[src/rtl/imem_boot_loader_pkg.sv]
// Shared types and constants for the instruction-memory boot loader.
package imem_loader_pkg;

    // Loader sequencing: framing header, payload, trailing checksum, outcome.
    typedef enum logic [2:0] {
        IDLE,
        LEN_LO,
        LEN_HI,
        DATA,
        CHECK,
        DONE,
        ERROR
    } state_e;

    // Width of the little-endian word count in the frame header.
    localparam int LEN_WIDTH = 16;

    // Default instruction width of the unicycle core.
    localparam int DEF_DATA_WIDTH = 20;

    // Bytes needed to carry one instruction; the last byte may carry unused high bits.
    function automatic int bytes_per_word(input int data_width);
        return (data_width + 7) / 8;
    endfunction

    localparam int BPW = bytes_per_word(DEF_DATA_WIDTH);

endpackage

[src/rtl/imem_boot_loader_if.sv]
// Host byte link (valid/ready) plus the imem write port, bundled for the loader.
interface imem_boot_loader_if #(
    parameter int DATA_WIDTH    = 20,
    parameter int ADDRESS_WIDTH = 8
);
    logic                     in_valid;
    logic [7:0]               in_data;
    logic                     in_ready;
    logic                     mem_we;
    logic [ADDRESS_WIDTH-1:0] mem_addr;
    logic [DATA_WIDTH-1:0]    mem_wdata;

    // Host / memory-model side: supplies bytes, observes handshake and writes.
    modport master (
        output in_valid,
        output in_data,
        input  in_ready,
        input  mem_we,
        input  mem_addr,
        input  mem_wdata
    );

    // Loader side: consumes bytes, drives the imem write port.
    modport slave (
        input  in_valid,
        input  in_data,
        output in_ready,
        output mem_we,
        output mem_addr,
        output mem_wdata
    );
endinterface

[src/rtl/imem_boot_loader_byte_packer.sv]
// Packs a stream of accepted bytes into little-endian instruction words.
// Emits the finished word and a one-cycle word_valid in the cycle after its last byte.
module imem_byte_packer
    import imem_loader_pkg::*;
#(
    parameter int DATA_WIDTH = DEF_DATA_WIDTH,
    parameter int BYTES      = BPW
) (
    input  logic                  clk,
    input  logic                  rst,
    input  logic                  clear,
    input  logic                  byte_valid,
    input  logic [7:0]            byte_data,
    output logic                  last_byte,
    output logic [DATA_WIDTH-1:0] word,
    output logic                  word_valid
);
    localparam int CNT_W   = $clog2(BYTES);
    localparam int SHIFT_W = (BYTES - 1) * 8;

    logic [CNT_W-1:0]      cnt_q, cnt_d;
    logic [SHIFT_W-1:0]    shift_q, shift_d;
    logic [DATA_WIDTH-1:0] word_q, word_d;
    logic                  word_valid_q, word_valid_d;

    assign last_byte  = byte_valid && (cnt_q == CNT_W'(BYTES - 1));
    assign word       = word_q;
    assign word_valid = word_valid_q;

    // Next-state: advance the byte counter, shift earlier bytes down, assemble on the last byte.
    always_comb begin
        // NOTE: every signal gets a default first so no path leaves it unassigned (no latch).
        cnt_d        = cnt_q;
        shift_d      = shift_q;
        word_d       = word_q;
        word_valid_d = 1'b0;
        if (clear) begin
            cnt_d = '0;
        end else if (byte_valid) begin
            if (last_byte) begin
                cnt_d        = '0;
                // Earlier bytes already sit low; bits beyond DATA_WIDTH are dropped here.
                word_d       = DATA_WIDTH'({byte_data, shift_q});
                word_valid_d = 1'b1;
            end else begin
                cnt_d = cnt_q + CNT_W'(1);
            end
            shift_d = {byte_data, shift_q[SHIFT_W-1:8]};
        end
    end

    // State registers.
    always_ff @(posedge clk or negedge rst) begin
        if (!rst) begin
            cnt_q        <= '0;
            shift_q      <= '0;
            word_q       <= '0;
            word_valid_q <= 1'b0;
        end else begin
            // NOTE: non-blocking assignments so every flop samples pre-edge values.
            cnt_q        <= cnt_d;
            shift_q      <= shift_d;
            word_q       <= word_d;
            word_valid_q <= word_valid_d;
        end
    end

endmodule

[src/rtl/imem_boot_loader.sv]
// Writer side of the core's instruction memory: parses a framed byte stream from the
// host, writes packed instructions sequentially and releases the core only after a
// load whose checksum matches.
module imem_boot_loader
    import imem_loader_pkg::*;
#(
    parameter int DATA_WIDTH    = DEF_DATA_WIDTH,
    parameter int ADDRESS_WIDTH = 8,
    parameter int MEM_SIZE      = 256,
    parameter bit BOOT_HOLD     = 1'b1
) (
    input  logic                   clk,
    input  logic                   rst,
    input  logic                   start,
    imem_boot_loader_if.slave      bus,
    output logic                   core_rst_n,
    output logic                   busy,
    output logic                   done,
    output logic                   error,
    output logic [ADDRESS_WIDTH:0] words_loaded
);
    localparam int BYTES_PER_WORD = bytes_per_word(DATA_WIDTH);

    typedef logic [ADDRESS_WIDTH:0] count_t;

    state_e                   state_q, state_d;
    logic [LEN_WIDTH-1:0]     len_q, len_d;
    logic [7:0]               chk_q, chk_d;
    count_t                   words_q, words_d;
    logic [ADDRESS_WIDTH-1:0] mem_addr_q, mem_addr_d;
    logic                     done_q, done_d;
    logic                     error_q, error_d;
    logic                     core_rst_n_q, core_rst_n_d;

    logic                  load_state;
    logic                  byte_fire;
    logic                  packer_clear;
    logic                  last_byte;
    logic                  word_valid;
    logic [DATA_WIDTH-1:0] word;

    // Ready/busy are pure decodes of the state register.
    assign load_state = (state_q inside {LEN_LO, LEN_HI, DATA, CHECK});
    assign byte_fire  = bus.in_valid && load_state;

    assign bus.in_ready  = load_state;
    assign busy          = load_state;
    assign bus.mem_we    = word_valid;
    assign bus.mem_wdata = word;
    assign bus.mem_addr  = mem_addr_q;
    assign core_rst_n    = core_rst_n_q;
    assign done          = done_q;
    assign error         = error_q;
    assign words_loaded  = words_q;

    imem_byte_packer #(
        .DATA_WIDTH (DATA_WIDTH),
        .BYTES      (BYTES_PER_WORD)
    ) u_packer (
        .clk        (clk),
        .rst        (rst),
        .clear      (packer_clear),
        .byte_valid (byte_fire && (state_q == DATA)),
        .byte_data  (bus.in_data),
        .last_byte  (last_byte),
        .word       (word),
        .word_valid (word_valid)
    );

    // Frame parser: header length check, payload word counting, checksum verdict.
    always_comb begin
        state_d      = state_q;
        len_d        = len_q;
        chk_d        = chk_q;
        words_d      = words_q;
        mem_addr_d   = mem_addr_q;
        done_d       = done_q;
        error_d      = error_q;
        core_rst_n_d = core_rst_n_q;
        packer_clear = 1'b0;

        // The write cycle of a word retires it; a reload below overrides this.
        if (word_valid) begin
            words_d = words_q + count_t'(1);
        end

        case (state_q)
            IDLE, DONE, ERROR: begin
                if (start) begin
                    state_d      = LEN_LO;
                    len_d        = '0;
                    chk_d        = '0;
                    words_d      = '0;
                    mem_addr_d   = '0;
                    done_d       = 1'b0;
                    error_d      = 1'b0;
                    core_rst_n_d = 1'b0;
                    packer_clear = 1'b1;
                end
            end
            LEN_LO: begin
                if (byte_fire) begin
                    len_d   = {8'h00, bus.in_data};
                    chk_d   = chk_q ^ bus.in_data;
                    state_d = LEN_HI;
                end
            end
            LEN_HI: begin
                if (byte_fire) begin
                    len_d = {bus.in_data, len_q[7:0]};
                    chk_d = chk_q ^ bus.in_data;
                    if ({16'd0, len_d} > 32'(MEM_SIZE)) begin
                        state_d = ERROR;
                        error_d = 1'b1;
                    end else if (len_d == '0) begin
                        state_d = CHECK;
                    end else begin
                        state_d = DATA;
                    end
                end
            end
            DATA: begin
                if (byte_fire) begin
                    chk_d = chk_q ^ bus.in_data;
                    if (last_byte) begin
                        // Word index is the count of words retired before this one.
                        mem_addr_d = words_q[ADDRESS_WIDTH-1:0];
                        if (LEN_WIDTH'(words_q) + LEN_WIDTH'(1) == len_q) begin
                            state_d = CHECK;
                        end
                    end
                end
            end
            CHECK: begin
                if (byte_fire) begin
                    if (bus.in_data == chk_q) begin
                        state_d      = DONE;
                        done_d       = 1'b1;
                        core_rst_n_d = 1'b1;
                    end else begin
                        state_d      = ERROR;
                        error_d      = 1'b1;
                        core_rst_n_d = 1'b0;
                    end
                end
            end
            default: begin
                state_d = IDLE;
            end
        endcase
    end

    // Single register bank for the FSM and all of its registered outputs.
    always_ff @(posedge clk or negedge rst) begin
        if (!rst) begin
            state_q      <= IDLE;
            len_q        <= '0;
            chk_q        <= '0;
            words_q      <= '0;
            mem_addr_q   <= '0;
            done_q       <= 1'b0;
            error_q      <= 1'b0;
            core_rst_n_q <= ~BOOT_HOLD;
        end else begin
            state_q      <= state_d;
            len_q        <= len_d;
            chk_q        <= chk_d;
            words_q      <= words_d;
            mem_addr_q   <= mem_addr_d;
            done_q       <= done_d;
            error_q      <= error_d;
            core_rst_n_q <= core_rst_n_d;
        end
    end

endmodule

[src/flat_wrapper.sv]
// flat-port wrapper written by rule: the top's interface ports become plain ports
module imem_boot_loader_flat import imem_loader_pkg::*;
#(
    parameter int DATA_WIDTH    = DEF_DATA_WIDTH,
    parameter int ADDRESS_WIDTH = 8,
    parameter int MEM_SIZE      = 256,
    parameter bit BOOT_HOLD     = 1'b1
)
  (clk, rst, start, core_rst_n, busy, done, error, words_loaded, bus_in_valid, bus_in_data, bus_in_ready, bus_mem_we, bus_mem_addr, bus_mem_wdata);
  imem_boot_loader_if #(.DATA_WIDTH(DATA_WIDTH), .ADDRESS_WIDTH(ADDRESS_WIDTH)) bus_i ();
  input  logic clk;
  input  logic rst;
  input  logic start;
  output logic core_rst_n;
  output logic busy;
  output logic done;
  output logic error;
  output logic [ADDRESS_WIDTH:0] words_loaded;
  input wire logic [$bits(bus_i.in_valid)-1:0] bus_in_valid;
  input wire logic [$bits(bus_i.in_data)-1:0] bus_in_data;
  output wire logic [$bits(bus_i.in_ready)-1:0] bus_in_ready;
  output wire logic [$bits(bus_i.mem_we)-1:0] bus_mem_we;
  output wire logic [$bits(bus_i.mem_addr)-1:0] bus_mem_addr;
  output wire logic [$bits(bus_i.mem_wdata)-1:0] bus_mem_wdata;
  assign bus_i.in_valid = bus_in_valid;
  assign bus_i.in_data = bus_in_data;
  assign bus_in_ready = bus_i.in_ready;
  assign bus_mem_we = bus_i.mem_we;
  assign bus_mem_addr = bus_i.mem_addr;
  assign bus_mem_wdata = bus_i.mem_wdata;
  imem_boot_loader #(.DATA_WIDTH(DATA_WIDTH), .ADDRESS_WIDTH(ADDRESS_WIDTH), .MEM_SIZE(MEM_SIZE), .BOOT_HOLD(BOOT_HOLD)) u_core (.clk(clk), .rst(rst), .start(start), .bus(bus_i), .core_rst_n(core_rst_n), .busy(busy), .done(done), .error(error), .words_loaded(words_loaded));
endmodule
[config.mk]
export PLATFORM = sky130hd
export DESIGN_NAME = imem_boot_loader_flat
export DESIGN_NICKNAME = d
export VERILOG_FILES = /design/src/rtl/imem_boot_loader_pkg.sv /design/src/rtl/imem_boot_loader_if.sv /design/src/rtl/imem_boot_loader_byte_packer.sv /design/src/rtl/imem_boot_loader.sv /design/src/flat_wrapper.sv
export SDC_FILE = /design/constraint.sdc
export NUM_CORES = 1
export LEC_CHECK = 0
export BUFFER_PORTS_ARGS = -buffer_cell sky130_fd_sc_hd__buf_2
export CORE_MARGIN = 2
export CORE_UTILIZATION = 52
export DETAILED_ROUTE_END_ITERATION = 6
export HOLD_SLACK_MARGIN = 0.08
export PLACE_DENSITY = 0.76
export SETUP_SLACK_MARGIN = 0.5
export SYNTH_ARGS = -nofsm -noshare
export SYNTH_HDL_FRONTEND = slang
export SYNTH_SLANG_ARGS = --single-unit
[constraint.sdc]
create_clock -name clk -period 2.3 [get_ports clk]
set_clock_uncertainty 0.15 [all_clocks]
set_input_delay 0.46 -clock clk [delete_from_list [all_inputs] [get_ports clk]]
set_output_delay 0.46 -clock clk [all_outputs]
set_load 0.1 [all_outputs]
==> results of run 1 <==
-- registers in the layout (all words and copies together) (netlist names) --
signal	flops
u_core.chk_q	8
u_core.words_loaded	9
u_core.u_packer.word_valid	1
u_core.u_packer.word	20
u_core.u_packer.cnt_q	2
u_core.len_q	16
u_core.core_rst_n	1
u_core.state_q	3
u_core.done	1
u_core.bus.mem_addr	8
u_core.u_packer.shift_q	16
u_core.error	1
-- layout make-up --
class / instances / area (µm²) / area share, %
tap: 105 / 131 / 2.21
clock inverter: 7 / 63.8 / 1.07
timing repair buffer: 115 / 1060 / 17.8
sequential: 86 / 2180 / 36.6
clock buffer: 9 / 124 / 2.08
multi-input combinational: 304 / 2360 / 39.7
inverter: 8 / 30.0 / 0.504
-- worst max-delay path, cell delays in order (launching register included) --
cell and delay (ns):
sky130_fd_sc_hd__dfrtp_2 0.48, sky130_fd_sc_hd__buf_6 0.16, sky130_fd_sc_hd__or3_1 0.36, sky130_fd_sc_hd__a31oi_1 0.24, sky130_fd_sc_hd__nor4_2 0.10, sky130_fd_sc_hd__a31oi_2 0.26
sky130_fd_sc_hd__mux2_2 0.36
-- Yosys cell counts (2+ instances only) --
library cell / instances / area, µm²
sky130_fd_sc_hd__dfrtp_1: 86 / 2150
sky130_fd_sc_hd__nand2_1: 63 / 236
sky130_fd_sc_hd__o21ai_0: 51 / 255
sky130_fd_sc_hd__mux2_2: 38 / 428
sky130_fd_sc_hd__nor2_1: 31 / 116
sky130_fd_sc_hd__buf_2: 12 / 60.1
sky130_fd_sc_hd__xor2_1: 11 / 96.3
sky130_fd_sc_hd__a21oi_1: 10 / 50.1
sky130_fd_sc_hd__nand3_1: 10 / 50.1
sky130_fd_sc_hd__xnor2_1: 10 / 87.6
sky130_fd_sc_hd__clkbuf_1: 8 / 30.0
sky130_fd_sc_hd__inv_1: 8 / 30.0
sky130_fd_sc_hd__nor4_1: 5 / 31.3
sky130_fd_sc_hd__or2b_2: 5 / 43.8
sky130_fd_sc_hd__a31oi_1: 4 / 25.0
sky130_fd_sc_hd__and3_1: 4 / 25.0
sky130_fd_sc_hd__nand3b_1: 4 / 30.0
sky130_fd_sc_hd__nand4_1: 4 / 25.0
sky130_fd_sc_hd__nor3_1: 4 / 20.0
sky130_fd_sc_hd__or3_1: 4 / 25.0
sky130_fd_sc_hd__or4_1: 3 / 22.5
sky130_fd_sc_hd__a211oi_1: 2 / 15.0
sky130_fd_sc_hd__a2bb2oi_1: 2 / 17.5
sky130_fd_sc_hd__buf_1: 2 / 7.51
sky130_fd_sc_hd__buf_4: 2 / 15.0
sky130_fd_sc_hd__mux2i_1: 2 / 20.0
sky130_fd_sc_hd__o21a_1: 2 / 15.0
-- repair_timing --
| action | 4_1_cts | 5_1_grt |
|---|---|---|
| endpoints found under the hold margin | 25 | 0 |
| setup endpoints to repair | 81 | 108 |
| pin swaps | 17 | 25 |
| hold buffers | 1 | 0 |
| gates cloned | 1 | 3 |
| setup buffers | 23 | 8 |
| gates resized for setup | 63 | 116 |
-- kinds of logic after synthesis --
group | synth area share, %
xor gates and xnor gates | 4.70
and+or+nand+nor | 16.9
muxes | 10.5
AOI/OAI and AO/OA | 13.0
DFF | 50.5
adders and majority gates | 0.528
buffers and inverters | 3.93
-- worst max-delay path by stage --
| stage | startpoint | end | slack [ns] |
|---|---|---|---|
| 2_1_floorplan | u_core.words_loaded[0] | u_core.state_q[1] | -0.03 |
| 3_3_place_gp | bus_in_data[2] | u_core.state_q[0] | -0.01 |
| 3_5_place_dp | bus_in_data[2] | u_core.state_q[0] | -0.03 |
| 4_1_cts | u_core.words_loaded[0] | u_core.state_q[1] | 0.1 |
| 5_1_grt | u_core.words_loaded[3] | u_core.state_q[1] | -0.06 |
| 6_report | u_core.state_q[0] | u_core.state_q[1] | 0.08 |
-- layer usage --
metal  routed length (µm)  vias to the layer above
li1                     -                     1686
met1                 4650                     1782
met2                 5520                      122
met3                  558                       21
met4                  187                        0
met5                    0                        -
-- where the power goes --
group	leakage [nW]	internal [mW]	switching, mW
Combinational	1.44	1.96	2.83
Sequential	1.12	2.00	0.437
Clock	0.0907	0.419	0.632
Total	2.65	4.38	3.90
-- metrics by stage --
step / utilization (%) / worst slack [ns]
4_1_cts: 68.4 / 0.0978
6_report: 73.6 / 0.0840
3_5_place_dp: 60.8 / -0.0280
2_1_floorplan: - / -0.0343
5_1_grt: 73.6 / -0.0582
3_3_place_gp: 60.8 / -0.0106
==> flow_metrics.py, run 1 <==
metrics = {
    "outcome": {
        "run_status": "finished, final reports clean",
    },
    "final_layout": {
        "finalNetCount": 537,
        "final.fill_count": 564,
        "layoutNonFillerInstCount": 634,
        "layout_common_cells": "74 x sky130_fd_sc_hd__dfrtp_1, 48 x sky130_fd_sc_hd__nand2_1, 40 x sky130_fd_sc_hd__buf_4",
        "fraction_of_layout_cells_with_a_size_suffix_above_1_pct": 49.9,
        "diodes_inserted": 0,
        "layout.cells.most_common": "sky130_fd_sc_hd__dfrtp_1",
        "syn2layout_area_growth_pct": 39.7,
        "final_design_area_no_fill_um2": 5960,
    },
    "timing": {
        "report.final.hold_viol_count": 0,
        "min_period_ns": 2.22,
        "grt_setup_unrepaired": "yes",
        "final-setup-viol-count": 0,
        "timing_max_transition_violations_final": 0,
        "fin_hold_ws_ns": 0.245,
        "slew_headroom_pct": 63.5,
        "clock.fmax_mhz": 451,
        "post-route-period-util_pct": 96.3,
        "max_slew.worst_pin.slew_ns": 0.543,
        "setup-tns-final_ns": 0,
    },
    "worst_hold_path": {
        "holdPathStages": 2,
        "worst_hold_path_type": "in -> reg",
        "min_delay_worst_endpoint": "u_core.u_packer.word[18]",
        "worst_hold_startpoint": "bus_in_data[2]",
    },
    "clocking": {
        "numCtsBuffers": 9,
        "cts-htree-levels": 3,
        "cts_root_buffer": "sky130_fd_sc_hd__clkbuf_8",
        "clock-sinks": 86,
        "cts_buffer_depth": 2,
        "clock_latency_ns": 0.37,
        "cts.reportedPaths.clkPinSlew_ns": 0.10,
        "cts_tree": "yes",
    },
    "floorplan": {
        "dieHeight_um": 94.5,
        "std_cell_rows": 33,
        "initial_core_util_pct": 52.7,
        "area_enclosed_by_the_die_boundary_um2": 8940,
        "core_um2": 8090,
        "die_x_um": 94.5,
        "floorplan.io_pins": 55,
    },
    "place": {
        "dpl.cell_count": 582,
        "buffer_ports.inserted": 54,
        "half_perimeter_wire_length_after_detailed_placement_um": 6880,
        "placement.cell_area_um2": 4920,
        "place.gp.congestion": 0.902,
    },
    "logic_synthesis": {
        "synth.lib_cells_used.distinct": 63,
        "postSynthAreaPerCell_um2": 10.1,
        "syn_nets": 436,
        "ys_seq_elements": 86,
        "synth_flop_cell": "sky130_fd_sc_hd__dfrtp_1",
        "ys_warn_count": 0,
        "synth_async_sr_flop_share_pct": 100,
        "synth_edf_count": 0,
        "proportion_of_synthesized_chip_area_in_sequential_cells_pct": 50.5,
        "synthesis.instances": 423,
        "synthesis.area_um2": 4260,
    },
    "flow_run": {
        "max_cap_viol_count": 0,
    },
    "routing": {
        "detail_route.wl_per_cell_um": 17.2,
        "drc": 0,
        "ant_nets": 0,
        "drt_first_iter_violations": 230,
        "via_per_inst": 5.70,
        "via_count": 3611,
        "detail_route.wirelength_um": 10900,
        "detail_route.first_pass.iterations": 5,
    },
    "global_route": {
        "grt_max_degree": 62,
        "gr-max-usage-layer": "met2",
        "grt_pass1_vias": 3550,
        "antenna_found_initial": 0,
        "grt_first_pass_wirelength_um": 17100,
        "globalRouteMet1Util_pct": 31.1,
        "global_route.overflow_total": 0,
        "grt.met3_usage_pct": 5.27,
        "grt_use_total_pct": 24.8,
        "grt.met2_usage_pct": 42.6,
    },
    "critical_path": {
        "worst_setup_path_start_kind": "register",
        "cp.arrival_ns": 2.32,
        "cp_class": "reg -> reg",
        "required_ns": 2.41,
        "ff2ff_path_depth": 6,
        "r2r_end": "u_core.state_q[1]",
        "worst_r2r_setup_slack_ns": 0.08,
        "timing.critical_path.fanout_max": 7,
        "endpoint_kind": "register",
        "regToRegStartpoint": "u_core.state_q[0]",
    },
    "power": {
        "vdd_drop_max_v": 0.000898,
        "power-per-cell-area_nw_per_um2": 1390,
        "static-leakage-power_nw": 2.65,
        "power.total_mw": 8.28,
    },
}
Power figures use the tool's default switching activity.
==> run 2, diff against run 1 <==
--- a/config.mk
+++ b/config.mk
@@ -7,10 +7,9 @@
 export LEC_CHECK = 0
 export BUFFER_PORTS_ARGS = -buffer_cell sky130_fd_sc_hd__buf_2
 export CORE_MARGIN = 2
-export CORE_UTILIZATION = 52
+export CORE_UTILIZATION = 30
 export DETAILED_ROUTE_END_ITERATION = 6
 export HOLD_SLACK_MARGIN = 0.08
-export PLACE_DENSITY = 0.76
 export SETUP_SLACK_MARGIN = 0.5
 export SYNTH_ARGS = -nofsm -noshare
 export SYNTH_HDL_FRONTEND = slang
==> run 2 against run 1 <==
Effect of this change: first-iteration DRC count decreased by 22%; routed wire length increased by 15%; sequential share of layout area decreased by 4.9 points; critical path depth unchanged; via count increased by 3.7%; clock power increased by 51%; sequential power about the same; setup slack improved by 0.034 ns; register-to-register slack improved by 0.03 ns; worst hold slack improved by 0.020 ns; non-clock buffer count increased by 24.
==> flow_metrics.py, run 2 (synthesis results as in run 1) <==
metrics = {
    "floorplan": {
        "std_cell_rows": 43,
        "dieHeight_um": 123,
        "area_enclosed_by_the_die_boundary_um2": 15200,
        "die_x_um": 123,
        "core_um2": 13900,
        "floorplan.io_pins": 55,
        "initial_core_util_pct": 30.7,
    },
    "routing": {
        "drt_first_iter_violations": 179,
        "detail_route.wl_per_cell_um": 17.2,
        "ant_nets": 0,
        "drc": 0,
        "detail_route.wirelength_um": 12600,
        "via_per_inst": 5.12,
        "via_count": 3743,
        "detail_route.first_pass.iterations": 4,
    },
    "final_layout": {
        "layout_common_cells": "73 x sky130_fd_sc_hd__dfrtp_1, 42 x sky130_fd_sc_hd__buf_4, 39 x sky130_fd_sc_hd__nand2_1",
        "layout.cells.most_common": "sky130_fd_sc_hd__dfrtp_1",
        "final.fill_count": 1219,
        "diodes_inserted": 0,
        "finalNetCount": 560,
        "largest_reg_flops": 20,
        "layoutNonFillerInstCount": 731,
        "postLayoutCoreUtil_pct": 49.6,
        "syn2layout_area_growth_pct": 61.4,
        "fraction_of_layout_cells_with_a_size_suffix_above_1_pct": 55.4,
    },
    "critical_path": {
        "endpoint_kind": "register",
        "cp_class": "reg -> reg",
        "r2r_end": "u_core.state_q[1]",
        "worst_path_dominant_cell_family": "simple AND/OR/NAND/NOR gates",
        "regToRegStartpoint": "u_core.words_loaded[4]",
        "cp.arrival_ns": 2.26,
        "critical_path.n_buffers_inverters": 0,
        "worst_r2r_setup_slack_ns": 0.12,
        "timing.critical_path.fanout_max": 10,
        "required_ns": 2.38,
        "worst_setup_path_start_kind": "register",
        "critical_path.max_stage_delay_ns": 0.50,
        "crit_chain": "nand2_1 -> or3_1 -> and3_1 -> o31ai_2 -> a31oi_2 -> mux2_2",
        "ff2ff_path_depth": 6,
        "worst_path_max_delay_cell": "sky130_fd_sc_hd__dfrtp_4",
    },
    "clocking": {
        "clock-sinks": 86,
        "cts.reportedPaths.clkPinSlew_ns": 0.07,
        "numCtsBuffers": 9,
        "cts_buffer_depth": 2,
        "clock_latency_ns": 0.35,
        "cts_tree": "yes",
        "cts-htree-levels": 3,
        "cts_root_buffer": "sky130_fd_sc_hd__clkbuf_16",
    },
    "timing": {
        "grt_setup_unrepaired": "yes",
        "timing_max_transition_violations_final": 0,
        "final-setup-viol-count": 0,
        "slew_headroom_pct": 60.5,
        "post-route-period-util_pct": 94.9,
        "max_slew.worst_pin.slew_ns": 0.587,
        "fin_hold_ws_ns": 0.265,
        "setup-tns-final_ns": 0,
        "report.final.hold_viol_count": 0,
        "clock.fmax_mhz": 458,
        "min_period_ns": 2.18,
    },
    "place": {
        "half_perimeter_wire_length_after_detailed_placement_um": 7330,
        "dpl.cell_count": 668,
        "buffer_ports.inserted": 54,
        "place.gp.congestion": 0.853,
    },
    "power": {
        "power-per-cell-area_nw_per_um2": 1390,
        "vdd_drop_max_v": 0.000797,
        "power.total_mw": 9.57,
        "static-leakage-power_nw": 3.08,
    },
    "global_route": {
        "antenna_found_initial": 0,
        "grt_max_degree": 46,
        "grt_pass1_vias": 3795,
        "grt_use_total_pct": 17.2,
        "grt_first_pass_wirelength_um": 20000,
        "global_route.overflow_total": 0,
    },
    "worst_hold_path": {
        "min_delay_worst_endpoint": "u_core.u_packer.word[18]",
        "worst_hold_startpoint": "bus_in_data[2]",
        "holdPathStages": 2,
        "worst_hold_path_type": "in -> reg",
    },
    "outcome": {
        "run_status": "finished, final reports clean",
    },
    "flow_run": {
        "max_cap_viol_count": 0,
    },
}
-- run 2: cell types whose count changed in the layout (fill, tap and decap cells not counted), moves of 9 or more --
cell,previous run,this run
sky130_fd_sc_hd__nand2_4,3,13
sky130_fd_sc_hd__mux2_2,37,1
sky130_fd_sc_hd__o21ai_1,27,15
sky130_fd_sc_hd__o21ai_2,16,26
sky130_fd_sc_hd__clkbuf_16,2,12
sky130_fd_sc_hd__clkbuf_8,9,0
sky130_fd_sc_hd__nand2_1,48,39
sky130_fd_sc_hd__mux2_4,1,37
sky130_fd_sc_hd__buf_2,23,32
-- run 2: area by class of cell --
cell class                 count  area (µm²)  area share, %
multi-input combinational    303        2640           38.4
sequential                    86        2180           31.7
timing repair buffer         139        1480           21.6
clock buffer                   9         225           3.27
tap                          180         225           3.27
clock inverter                 6        93.8           1.36
inverter                       8        30.0          0.436
-- run 2: worst max-delay path by stage --
stage / start / end / cells after the start
finish: u_core.words_loaded[4] / u_core.state_q[1] / 6
global route: u_core.len_q[13] / u_core.state_q[1] / 6
CTS: u_core.words_loaded[1] / u_core.state_q[1] / 7
detailed placement: bus_in_data[3] / u_core.state_q[1] / 9
global placement: bus_in_data[2] / u_core.state_q[0] / 7
floorplan: u_core.words_loaded[0] / u_core.state_q[1] / 8
-- run 2: metal layers --
metal | up-vias | wire (µm) | track usage [%]
li1 | 1736 | - | -
met1 | 1889 | 5560 | 22.9
met2 | 106 | 6210 | 27.6
met3 | 12 | 635 | 4.75
met4 | 0 | 165 | 4.76
met5 | - | 0 | 0
-- run 2: metrics by stage --
step,worst slack (ns),instance area (µm²)
floorplan,-0.0343,4510
global placement,-0.00604,5100
detailed placement,-0.0326,5100
CTS,0.0940,6240
global route,0.0201,6880
finish,0.118,6880
-- run 2: what timing repair did --
action / CTS / global route
setup endpoints to repair: 86 / 94
pin swaps: 23 / 50
cloned: 6 / 3
resized for setup: 118 / 142
hold buffers: 1 / 0
hold endpoints to repair: 21 / 0
setup buffers: 30 / 8
-- run 2: where the power goes --
| part | internal (mW) | switching [mW] |
|---|---|---|
| sequential | 2.01 | 0.460 |
| clock | 0.955 | 0.631 |
| combinational | 2.45 | 3.07 |
| total | 5.41 | 4.16 |
